==> config.mk <==
export PLATFORM = sky130hd
export DESIGN_NAME = conv_layer_sequencer
export DESIGN_NICKNAME = d
export VERILOG_FILES = /design/src/rtl/conv_layer_sequencer.sv
export SDC_FILE = /design/constraint.sdc
export NUM_CORES = 1
export LEC_CHECK = 0
export CORE_ASPECT_RATIO = 1.75
export CORE_MARGIN = 3
export CORE_UTILIZATION = 46
export CTS_CLUSTER_SIZE = 24
export DETAILED_ROUTE_END_ITERATION = 8
export PLACE_DENSITY = 0.79
export SYNTH_ARGS = -nofsm -noshare
export SYNTH_HDL_FRONTEND = slang
export SYNTH_SLANG_ARGS = --single-unit
export TNS_END_PERCENT = 100
==> constraint.sdc <==
create_clock -name clk -period 3 [get_ports clk]
set_clock_uncertainty 0.15 [all_clocks]
set_input_delay 0.6 -clock clk [delete_from_list [all_inputs] [get_ports clk]]
set_output_delay 0.6 -clock clk [all_outputs]
set_load 0.01 [all_outputs]
==> src/rtl/conv_layer_sequencer.sv <==
`default_nettype none
// ============================================================================
//  Module      : conv_layer_sequencer
//  Description : Steps a convolution window across an IMG_H x IMG_W input.
//                For each window it pulses the conv unit reset, then holds it
//                out of reset for MAC_CYCLES cycles. On the last accumulate
//                cycle it captures the unit result and the row-major output
//                index, and offers them downstream with a valid/ready
//                handshake. One done pulse marks the end of each pass.
//  Revision    : 1.0 - initial release
// ============================================================================
module conv_layer_sequencer #(
    parameter int DATA_WIDTH = 16,
    parameter int D          = 1,
    parameter int F          = 3,
    parameter int IMG_W      = 5,
    parameter int IMG_H      = 5,
    localparam int OUT_W      = IMG_W - F + 1,
    localparam int OUT_H      = IMG_H - F + 1,
    localparam int MAC_CYCLES = D * F * F + 2,
    localparam int ADDR_W     = (OUT_W * OUT_H > 1) ? $clog2(OUT_W * OUT_H) : 1,
    localparam int ROW_W      = (IMG_H > 1) ? $clog2(IMG_H) : 1,
    localparam int COL_W      = (IMG_W > 1) ? $clog2(IMG_W) : 1
) (
    input  logic                  clk,
    input  logic                  reset,
    input  logic                  start,
    output logic                  unit_reset,
    output logic [ROW_W-1:0]      win_row,
    output logic [COL_W-1:0]      win_col,
    input  logic [DATA_WIDTH-1:0] unit_result,
    output logic [DATA_WIDTH-1:0] out_data,
    output logic [ADDR_W-1:0]     out_addr,
    output logic                  out_valid,
    input  logic                  out_ready,
    output logic                  busy,
    output logic                  done
);

    // Accumulate counter only has to reach MAC_CYCLES-1.
    localparam int c_CNT_W = (MAC_CYCLES > 1) ? $clog2(MAC_CYCLES) : 1;

    localparam logic [2:0] c_ST_IDLE  = 3'd0;
    localparam logic [2:0] c_ST_CLEAR = 3'd1;
    localparam logic [2:0] c_ST_ACCUM = 3'd2;
    localparam logic [2:0] c_ST_EMIT  = 3'd3;
    localparam logic [2:0] c_ST_DONE  = 3'd4;

    localparam logic [c_CNT_W-1:0] c_CNT_LAST = c_CNT_W'(MAC_CYCLES - 1);
    localparam logic [ROW_W-1:0]   c_ROW_LAST = ROW_W'(OUT_H - 1);
    localparam logic [COL_W-1:0]   c_COL_LAST = COL_W'(OUT_W - 1);

    logic [2:0]            r_state;
    logic [2:0]            w_state_nxt;
    logic [c_CNT_W-1:0]    r_cnt;
    logic [ROW_W-1:0]      r_win_row;
    logic [COL_W-1:0]      r_win_col;
    logic [DATA_WIDTH-1:0] r_out_data;
    logic [ADDR_W-1:0]     r_out_addr;

    logic                  w_handshake;
    logic                  w_last_win;
    logic                  w_accum_last;
    logic [ADDR_W-1:0]     w_win_addr;

    assign w_handshake  = (r_state == c_ST_EMIT) && out_ready;
    assign w_last_win   = (r_win_row == c_ROW_LAST) && (r_win_col == c_COL_LAST);
    assign w_accum_last = (r_state == c_ST_ACCUM) && (r_cnt == c_CNT_LAST);

    // Row-major index of the window currently being computed.
    assign w_win_addr = ADDR_W'(r_win_row) * ADDR_W'(OUT_W) + ADDR_W'(r_win_col);

    // Next-state decode; start is only looked at while idle.
    always_comb begin
        w_state_nxt = r_state;
        case (r_state)
            c_ST_IDLE: begin
                if (start) begin
                    w_state_nxt = c_ST_CLEAR;
                end
            end
            c_ST_CLEAR: begin
                w_state_nxt = c_ST_ACCUM;
            end
            c_ST_ACCUM: begin
                if (r_cnt == c_CNT_LAST) begin
                    w_state_nxt = c_ST_EMIT;
                end
            end
            c_ST_EMIT: begin
                if (out_ready) begin
                    w_state_nxt = w_last_win ? c_ST_DONE : c_ST_CLEAR;
                end
            end
            c_ST_DONE: begin
                w_state_nxt = c_ST_IDLE;
            end
            default: begin
                w_state_nxt = c_ST_IDLE;
            end
        endcase
    end

    // State register.
    always_ff @(posedge clk or posedge reset) begin
        if (reset) begin
            r_state <= c_ST_IDLE;
        end else begin
            r_state <= w_state_nxt;
        end
    end

    // Accumulate cycle counter: zero outside ACCUM, saturates on the last cycle
    // so it can never wrap inside a window.
    always_ff @(posedge clk or posedge reset) begin
        if (reset) begin
            r_cnt <= '0;
        end else if (r_state != c_ST_ACCUM) begin
            r_cnt <= '0;
        end else if (r_cnt != c_CNT_LAST) begin
            r_cnt <= r_cnt + c_CNT_W'(1);
        end
    end

    // Window position advances only when an output is accepted; after the last
    // window it wraps to the origin, so it is already zero back in IDLE.
    always_ff @(posedge clk or posedge reset) begin
        if (reset) begin
            r_win_row <= '0;
            r_win_col <= '0;
        end else if (w_handshake) begin
            if (r_win_col != c_COL_LAST) begin
                r_win_col <= r_win_col + COL_W'(1);
            end else begin
                r_win_col <= '0;
                if (w_last_win) begin
                    r_win_row <= '0;
                end else begin
                    r_win_row <= r_win_row + ROW_W'(1);
                end
            end
        end
    end

    // Capture result and index on the final accumulate cycle; both then hold
    // for as long as the downstream stalls in EMIT.
    always_ff @(posedge clk or posedge reset) begin
        if (reset) begin
            r_out_data <= '0;
            r_out_addr <= '0;
        end else if (w_accum_last) begin
            r_out_data <= unit_result;
            r_out_addr <= w_win_addr;
        end
    end

    assign unit_reset = (r_state == c_ST_IDLE) || (r_state == c_ST_CLEAR) ||
                        (r_state == c_ST_DONE);
    assign out_valid  = (r_state == c_ST_EMIT);
    assign busy       = (r_state != c_ST_IDLE);
    assign done       = (r_state == c_ST_DONE);
    assign win_row    = r_win_row;
    assign win_col    = r_win_col;
    assign out_data   = r_out_data;
    assign out_addr   = r_out_addr;

endmodule
`default_nettype wire

# --- Word level (Yosys, flattened, before mapping) ---
# Cells that the tools add are included.
totals:
  output_inout_bits: 30
  input_bits: 20
  ff_bits: 33
op_classes:
  n_bitwise: 1
  mul: 1
  n_reduce_logical: 10
  add_sub_neg: 4
  mux: 9
  n_eq_ne: 13
op_table:
  columns: ["op", "n"]
  rows:
  - ["3-bit 2-to-1 mux", 6]
  - ["3-bit by 2-bit == test with 1-bit output (second input constant)", 4]
  - ["3-bit one-hot mux with 4 select lines", 1]
  - ["4-bit 2-to-1 mux", 2]
  - ["3-bit by 1-bit adder with 3-bit output (second input constant)", 2]
  - ["3-bit by 2-bit inequality test with 1-bit output (second input constant)", 2]
  - ["4-bit by 1-bit adder with 4-bit output (second input constant)", 1]
  - ["4-bit by 3-bit adder with 4-bit output", 1]
  - ["4-bit == test (second input constant)", 1]
  - ["3-bit by 2-bit multiplier with 4-bit output (second input constant)", 1]
  - ["2-bit by 1-bit inequality test with 1-bit output (second input constant)", 2]
  - ["4-bit inequality test (second input constant)", 1]
  - ["3-bit by 1-bit == test with 1-bit output (second input constant)", 1]
  - ["3-bit == test (second input constant)", 1]
  - ["1-bit logical AND", 3]
  - ["3-bit logical NOT", 1]
  - ["3-bit AND reduction", 1]
  - ["3-bit nonzero test", 1]
  - ["1-bit logical OR", 2]
  - ["2-bit inequality test (second input constant)", 1]
  - ["2-bit AND reduction", 1]
  - ["2-bit nonzero test", 1]
  - ["1-bit NOT", 1]

# --- Depth between registers and ports, before layout ---
# Gate-level depths: netlist (run 1).
depth:
  ltp_word: 5
  ltp_mapped: 7

# --- Worst setup path after synthesis (run 1) ---
# No wires, ideal clock.
synth_timing:
  path_type: "register to register"
  from: "register r_win_row[0] (netlist: win_row[0])"
  to: "register r_out_addr[3] (netlist: out_addr[3])"
  synth_period_minus_slack_ns: 2.357
  path_slack_ns: 0.643
  setup_time_ns: 0.125
  path_stages_with_launch: 8
  required_ns: 2.725
  t_arrival_ns: 2.082
  cell_sequence: "dfrtp_1 fa_1 ha_1 inv_1 fa_1 xor2_1 xnor2_1 mux2_4"
synth_between:
  elab_chain_cells: 2
synth_lines:
  columns: ["element", "line_no", "text"]
  rows:
  - ["start: declaration", "56", "logic [ROW_W-1:0] r_win_row;"]
  - ["start signal: assignment", "139", "r_win_row <= r_win_row + ROW_W'(1);"]
  - ["3-bit by 2-bit multiplier with 4-bit output", "71", "assign w_win_addr = ADDR_W'(r_win_row) * ADDR_W'(OUT_W) + ADDR_W'(r_win_col);"]
  - ["4-bit by 3-bit adder with 4-bit output", "71", null]
  - ["end signal: assignment", "153", "r_out_addr <= w_win_addr;"]
  - ["end: declaration", "59", "logic [ADDR_W-1:0] r_out_addr;"]
# Every way passes these cells.
# A chain may end at the register's enable or synchronous reset.

# --- Worst setup path in the final report (run 1) ---
# Same ends and word-level chain as after synthesis.

==> results of run 1 <==
==> sequential cells by signal (all words and copies together) (netlist names) <==
name	flops
r_state	3
win_col	3
win_row	3
out_data	16
r_cnt	4
out_addr	4
==> worst register-to-register path, cell delays in order (launching register included) <==
cell     delay (ns)
dfrtp_1        0.46
fa_1           0.57
ha_1           0.14
inv_1          0.05
fa_1           0.37
xor2_1         0.17
xnor2_1        0.13
mux2_4         0.26
==> metrics by stage <==
step / instances / setup WS [ns] / area (µm²) / hold slack, ns
after detailed placement: 207 / 0.596 / 2140 / 0.341
final: 215 / 0.599 / 2220 / 0.356
after global placement: 207 / 0.661 / 2140 / 0.339
after global routing: 215 / 0.487 / 2220 / 0.383
after CTS: 215 / 0.585 / 2220 / 0.359
after floorplan: 119 / 0.643 / 1620 / 0.355
==> power by group through the flow <==
| stage | sequential [mW] | combinational (mW) | clock [mW] |
|---|---|---|---|
| 6_report | 0.643 | 0.588 | 0.321 |
| 5_1_grt | 0.662 | 0.677 | 0.349 |
| 4_1_cts | 0.644 | 0.600 | 0.330 |
| 3_5_place_dp | 0.650 | 0.596 | 0 |
| 3_3_place_gp | 0.642 | 0.577 | 0 |
| 2_1_floorplan | 0.633 | 0.370 | 0 |
==> how the worst max path moves through the flow <==
stage                    start          end  slack (ns)  cells past startpoint
finish              win_row[0]  out_addr[3]        0.60                      7
global placement    win_row[0]  out_addr[3]        0.66                      7
global route        win_row[0]  out_addr[3]        0.49                      7
floorplan           win_row[0]  out_addr[3]        0.64                      7
detailed placement  win_row[0]  out_addr[3]        0.60                      7
CTS                 win_row[0]  out_addr[3]        0.58                      7
==> logic make-up after synthesis <==
kind of cell | after synthesis | share of synthesized area
xor gates and xnor gates | 7 | 0.0378
adders and majority gates | 9 | 0.0833
and+or+nand+nor | 26 | 0.0972
buffers and inverters | 13 | 0.0424
AOI/OAI and AO/OA | 9 | 0.0339
muxes | 22 | 0.197
DFF | 33 | 0.509
==> routing by layer <==
layer | routed length [µm] | track usage | share of wire
met1 | 1200 | 0.198 | 0.37
met5 | 0 | 0 | 0
met4 | 61 | 0.0735 | 0.019
met2 | 1810 | 0.295 | 0.56
met3 | 181 | 0.0515 | 0.056
==> Yosys cell counts (all sizes together), types with 2 or more instances <==
cell	instances	area share
a21oi	3	0.0092
buf	3	0.019
clkbuf	2	0.0054
dfrtp	33	0.51
fa	3	0.037
ha	6	0.046
inv	8	0.019
mux2	22	0.20
nand3	3	0.0092
nor2	7	0.016
nor2b	2	0.0077
nor3b	3	0.014
o21ai	2	0.0062
xnor2	4	0.022
xor2	3	0.016
==> area by class of cell <==
class	instances	area [µm²]
sequential	33	826
clock inverter	3	17.5
clock buffer	5	68.8
tap	43	53.8
multi-input combinational	73	728
fill	253	1050
timing repair buffer	50	498
inverter	8	30.0
==> flow_summary.yaml, run 1 <==
clocking:
  clk_pin_slew_ns: 0.07
  post_cts_resize_count: 0
  root_buffer: "clkbuf_8"
  h-tree-depth: 2
  postCtsSetupBuffers: 0
  cts_tree: "done"
  clockBufferDepth: 2
  holdBufCountCts: 0
  clk_latency_ns: 0.28
  cts_sinks: 33
  cts_made_buffers: 5
global_route:
  grt-ovfl-total: 0
  grt_max_degree: 34
  first_global_vias: 1127
  track_usage: 0.174
  grt_antenna_before_repair: 0
  grt_pass1_wl_mm: 5.62
final_layout:
  final_layout_size_suffix_gt1_frac: 0.198
  final_cell_mix: "clkdlybuf4s50_1 (49), dfrtp_1 (33), mux2_4 (19), inv_1 (8), nor2_1 (7)"
  layout_commonest_cell: "clkdlybuf4s50_1"
  diodes: 0
  post-route-util: 0.678
  nets: 200
  synthToLayoutAreaGrowth_pct: 36.9
sta:
  setup_violations: 0
  drv_slew: 0
  min_period_ns: 2.40
  relSlewSlack: 0.598
  fin_crit_sh: 0.800
  tns_ns: 0
  hold_viol: 0
  tightestPinTransition_ns: 0.602
  fmax_ghz: 0.416
  rsz0062_at_grt: "no"
logic_synthesis:
  synth_cell_types: 33
  synth.cell_area_um2: 1620
  synth_ff_type: "dfrtp_1"
  syn_area_per_cell_um2: 13.6
  yosys_warnings: 0
  postSynth.asyncResetShare: 1.00
  synth_seq_area_share: 0.509
  synthesis.instances: 119
  syn_nets: 148
  synth_seq_cells: 33
  synth_edf_count: 0
route:
  drtIter0Drc: 15
  wl_mm: 3.26
  dr.pass1.iters: 3
  post_drt_wl_per_cell_um: 15.2
  drc: 0
  viasPerCell: 4.95
  via_count: 1065
  ant_nets: 0
floorplan:
  chipHeight_um: 84.6
  die_width_um: 50.9
  core_area_um2: 3280
  initial_core_util: 0.495
  dieArea_um2: 4300
  fp-row-count: 27
  io_pins: 50
place:
  hpwl_mm: 2.44
  io_buffers: 49
  place.gp.congestion: 0.740
power_and_ir_drop:
  p_leak_nw: 1.04
  power_switching_uw: 540
  p_per_area_nw_per_um2: 698
  ir_drop_v: 0.000505
  finalPower_mw: 1.55
  combPwrFrac: 0.379
  clockPowerShare: 0.207
  cell_internal_pwr_mw: 1.01
  sw_frac_of_total: 0.348
  pwr-share-seq: 0.414
critical_path:
  cp_data_arrival_time_ns: 2.42
  path_max_fanout: 7
  regToRegStartpoint: "win_row[0]"
  crit_path_frequent_cell: "fa_1"
  critPathSlowestCell: "fa_1"
  max_stage_delay_ns: 0.57
  critPathCaptureType: "register"
  ff2ff_path_depth: 7
  worstSetupStartpointType: "register"
  rrSetupSlack_ns: 0.60
  crit_type: "reg2reg"
  critical_path.top_delay_family: "adder cells"
  cp.required_ns: 3.02
  cp_cell_sequence: "fa_1 -> ha_1 -> inv_1 -> fa_1 -> xor2_1 -> xnor2_1 -> mux2_4"
  r2r-end: "out_addr[3]"
  cp.buffers_inverters: 1
worst_hold_path:
  min-delay-start: "out_data[1]"
  min_path_type: "reg2reg"
  hold_end: "out_data[1]"
  min_path_cells: 1
flow_run:
  drv_cap: 0
status:
  status: "finished, final reports clean"
Note: power is estimated with default switching activity, not from simulation.
==> run 2, diff against run 1 <==
CORE_UTILIZATION = 42   (was 46)
PLACE_DENSITY = 0.76   (was 0.79)
clock period = 2.1 ns   (was 3 ns; I/O delays follow)
==> flow_summary.yaml, run 2 (same netlist as run 1, synthesis figures left out) <==
status:
  status: "finished with violations"
  violations: "negative setup slack"
floorplan:
  fp-row-count: 29
  io_pins: 50
  core_area_um2: 3660
  die_width_um: 53.0
  dieArea_um2: 4680
  chipHeight_um: 88.2
  initial_core_util: 0.443
power_and_ir_drop:
  cell_internal_pwr_mw: 1.56
  ir_drop_v: 0.000875
  p_per_area_nw_per_um2: 1010
  pwr-share-seq: 0.372
  clockPowerShare: 0.199
  sw_frac_of_total: 0.330
  power_switching_uw: 770
  p_leak_nw: 1.09
  combPwrFrac: 0.429
clocking:
  clockBufferDepth: 2
  holdBufCountCts: 0
  clk_latency_ns: 0.28
  cts_tree: "done"
  cts_sinks: 33
  clk_pin_slew_ns: 0.06
  root_buffer: "clkbuf_8"
  cts_made_buffers: 5
  h-tree-depth: 2
critical_path:
  max_stage_delay_ns: 0.52
  critical_path.top_delay_family: "adder cells"
  path_max_fanout: 2
  rrSetupSlack_ns: -0.21
  crit_start: "win_row[1]"
  crit_type: "reg2reg"
  regToRegStartpoint: "win_row[1]"
  critPathCaptureType: "register"
  cp_cell_sequence: "buf_6 -> fa_1 -> inv_1 -> fa_2 -> xor2_1 -> xnor2_1 -> mux2_4"
  cp.buffers_inverters: 2
  cp.required_ns: 2.11
  cp_data_arrival_time_ns: 2.32
  critPathSlowestCell: "fa_1"
  worstSetupStartpointType: "register"
place:
  io_buffers: 49
  hpwl_mm: 2.48
  place.gp.congestion: 0.748
  dpl.cell_count: 217
  pre_cts_ws_ns: -0.255
sta:
  hold_viol: 0
  rsz0062_at_grt: "yes"
  setup_violations: 1
  tightestPinTransition_ns: 0.566
  fin_crit_sh: 1.10
  fin_ws_ns: -0.212
  relSlewSlack: 0.622
  fmax_ghz: 0.433
  drv_slew: 0
  min_period_ns: 2.31
final_layout:
  final_cell_mix: "clkdlybuf4s50_1 (46), dfrtp_1 (28), mux2_4 (19), inv_1 (8), buf_4 (8)"
  nets: 208
  largest_reg_flops: 16
  synthToLayoutAreaGrowth_pct: 41.8
  final_layout_size_suffix_gt1_frac: 0.263
  layoutNonFillerInstCount: 225
  post-route-util: 0.628
  layout_commonest_cell: "clkdlybuf4s50_1"
  diodes: 0
global_route:
  grt_pass1_wl_mm: 5.51
  grt_max_degree: 34
  first_global_vias: 1214
  track_usage: 0.160
  grt_antenna_before_repair: 0
  grt-ovfl-total: 0
route:
  wl_mm: 3.33
  drtIter0Drc: 13
  via_count: 1092
  viasPerCell: 4.85
  post_drt_wl_per_cell_um: 14.8
  drc: 0
  ant_nets: 0
  dr.pass1.iters: 3
flow_run:
  drv_cap: 0
worst_hold_path:
  min_path_type: "reg2reg"
  min-delay-start: "out_data[10]"
run 2: path summary, 6_finish.rpt:
path	cells past startpoint	end
min in group asynchronous	3	out_data[5]
worst min register to register	1	out_data[10]
worst min-delay path	1	out_data[10]
worst max register to register	7	out_addr[3]
max in group asynchronous	3	win_row[1]
worst max-delay path	7	out_addr[3]
run 2: repair_timing:
| item | 4_1_cts | 5_1_grt |
|---|---|---|
| gates resized for setup | 5 | 3 |
| hold endpoints to repair | 0 | 0 |
| setup endpoints to repair | 3 | 3 |
| pin swaps | 0 | 2 |
| buffers inserted | 1 | 0 |
run 2: layout make-up:
| class | instances | area (µm²) |
|---|---|---|
| Tap cell | 46 | 57.6 |
| Fill cell | 300 | 1360 |
| Clock buffer | 7 | 86.3 |
| Sequential cell | 33 | 832 |
| Timing Repair Buffer | 58 | 562 |
| Inverter | 8 | 30.0 |
| Multi-Input combinational cell | 73 | 733 |
run 2: stage by stage:
step	cell area, µm²	TNS (ns)	hold WS, ns	total power, mW
final	2300	-0.212	0.360	2.33
after detailed placement	2200	-0.255	0.342	1.89
after floorplan	1630	-0.195	0.355	1.44
after global routing	2300	-0.272	0.373	2.54
after global placement	2200	-0.156	0.339	1.83
after CTS	2290	-0.240	0.360	2.36
run 2: worst register-to-register path, stage by stage, from the launching register on:
cell     delay, ns
dfrtp_2       0.42
buf_6         0.13
fa_1          0.52
inv_1         0.06
fa_2          0.38
xor2_1        0.16
xnor2_1       0.13
mux2_4        0.27
run 2: power groups by stage:
stage,sequential [mW],clock (mW),combinational [mW]
after floorplan,0.908,0,0.535
after global placement,0.867,0,0.958
after detailed placement,0.877,0,1.01
after CTS,0.862,0.480,1.02
after global routing,0.889,0.508,1.14
final,0.867,0.464,1.00
run 2: routing by layer:
metal | up-vias | part of all wire | track usage
li1 | 522 | - | -
met1 | 523 | 0.37 | 0.179
met2 | 40 | 0.56 | 0.283
met3 | 7 | 0.062 | 0.0422
met4 | 0 | 0.014 | 0.0605
met5 | - | 0 | 0
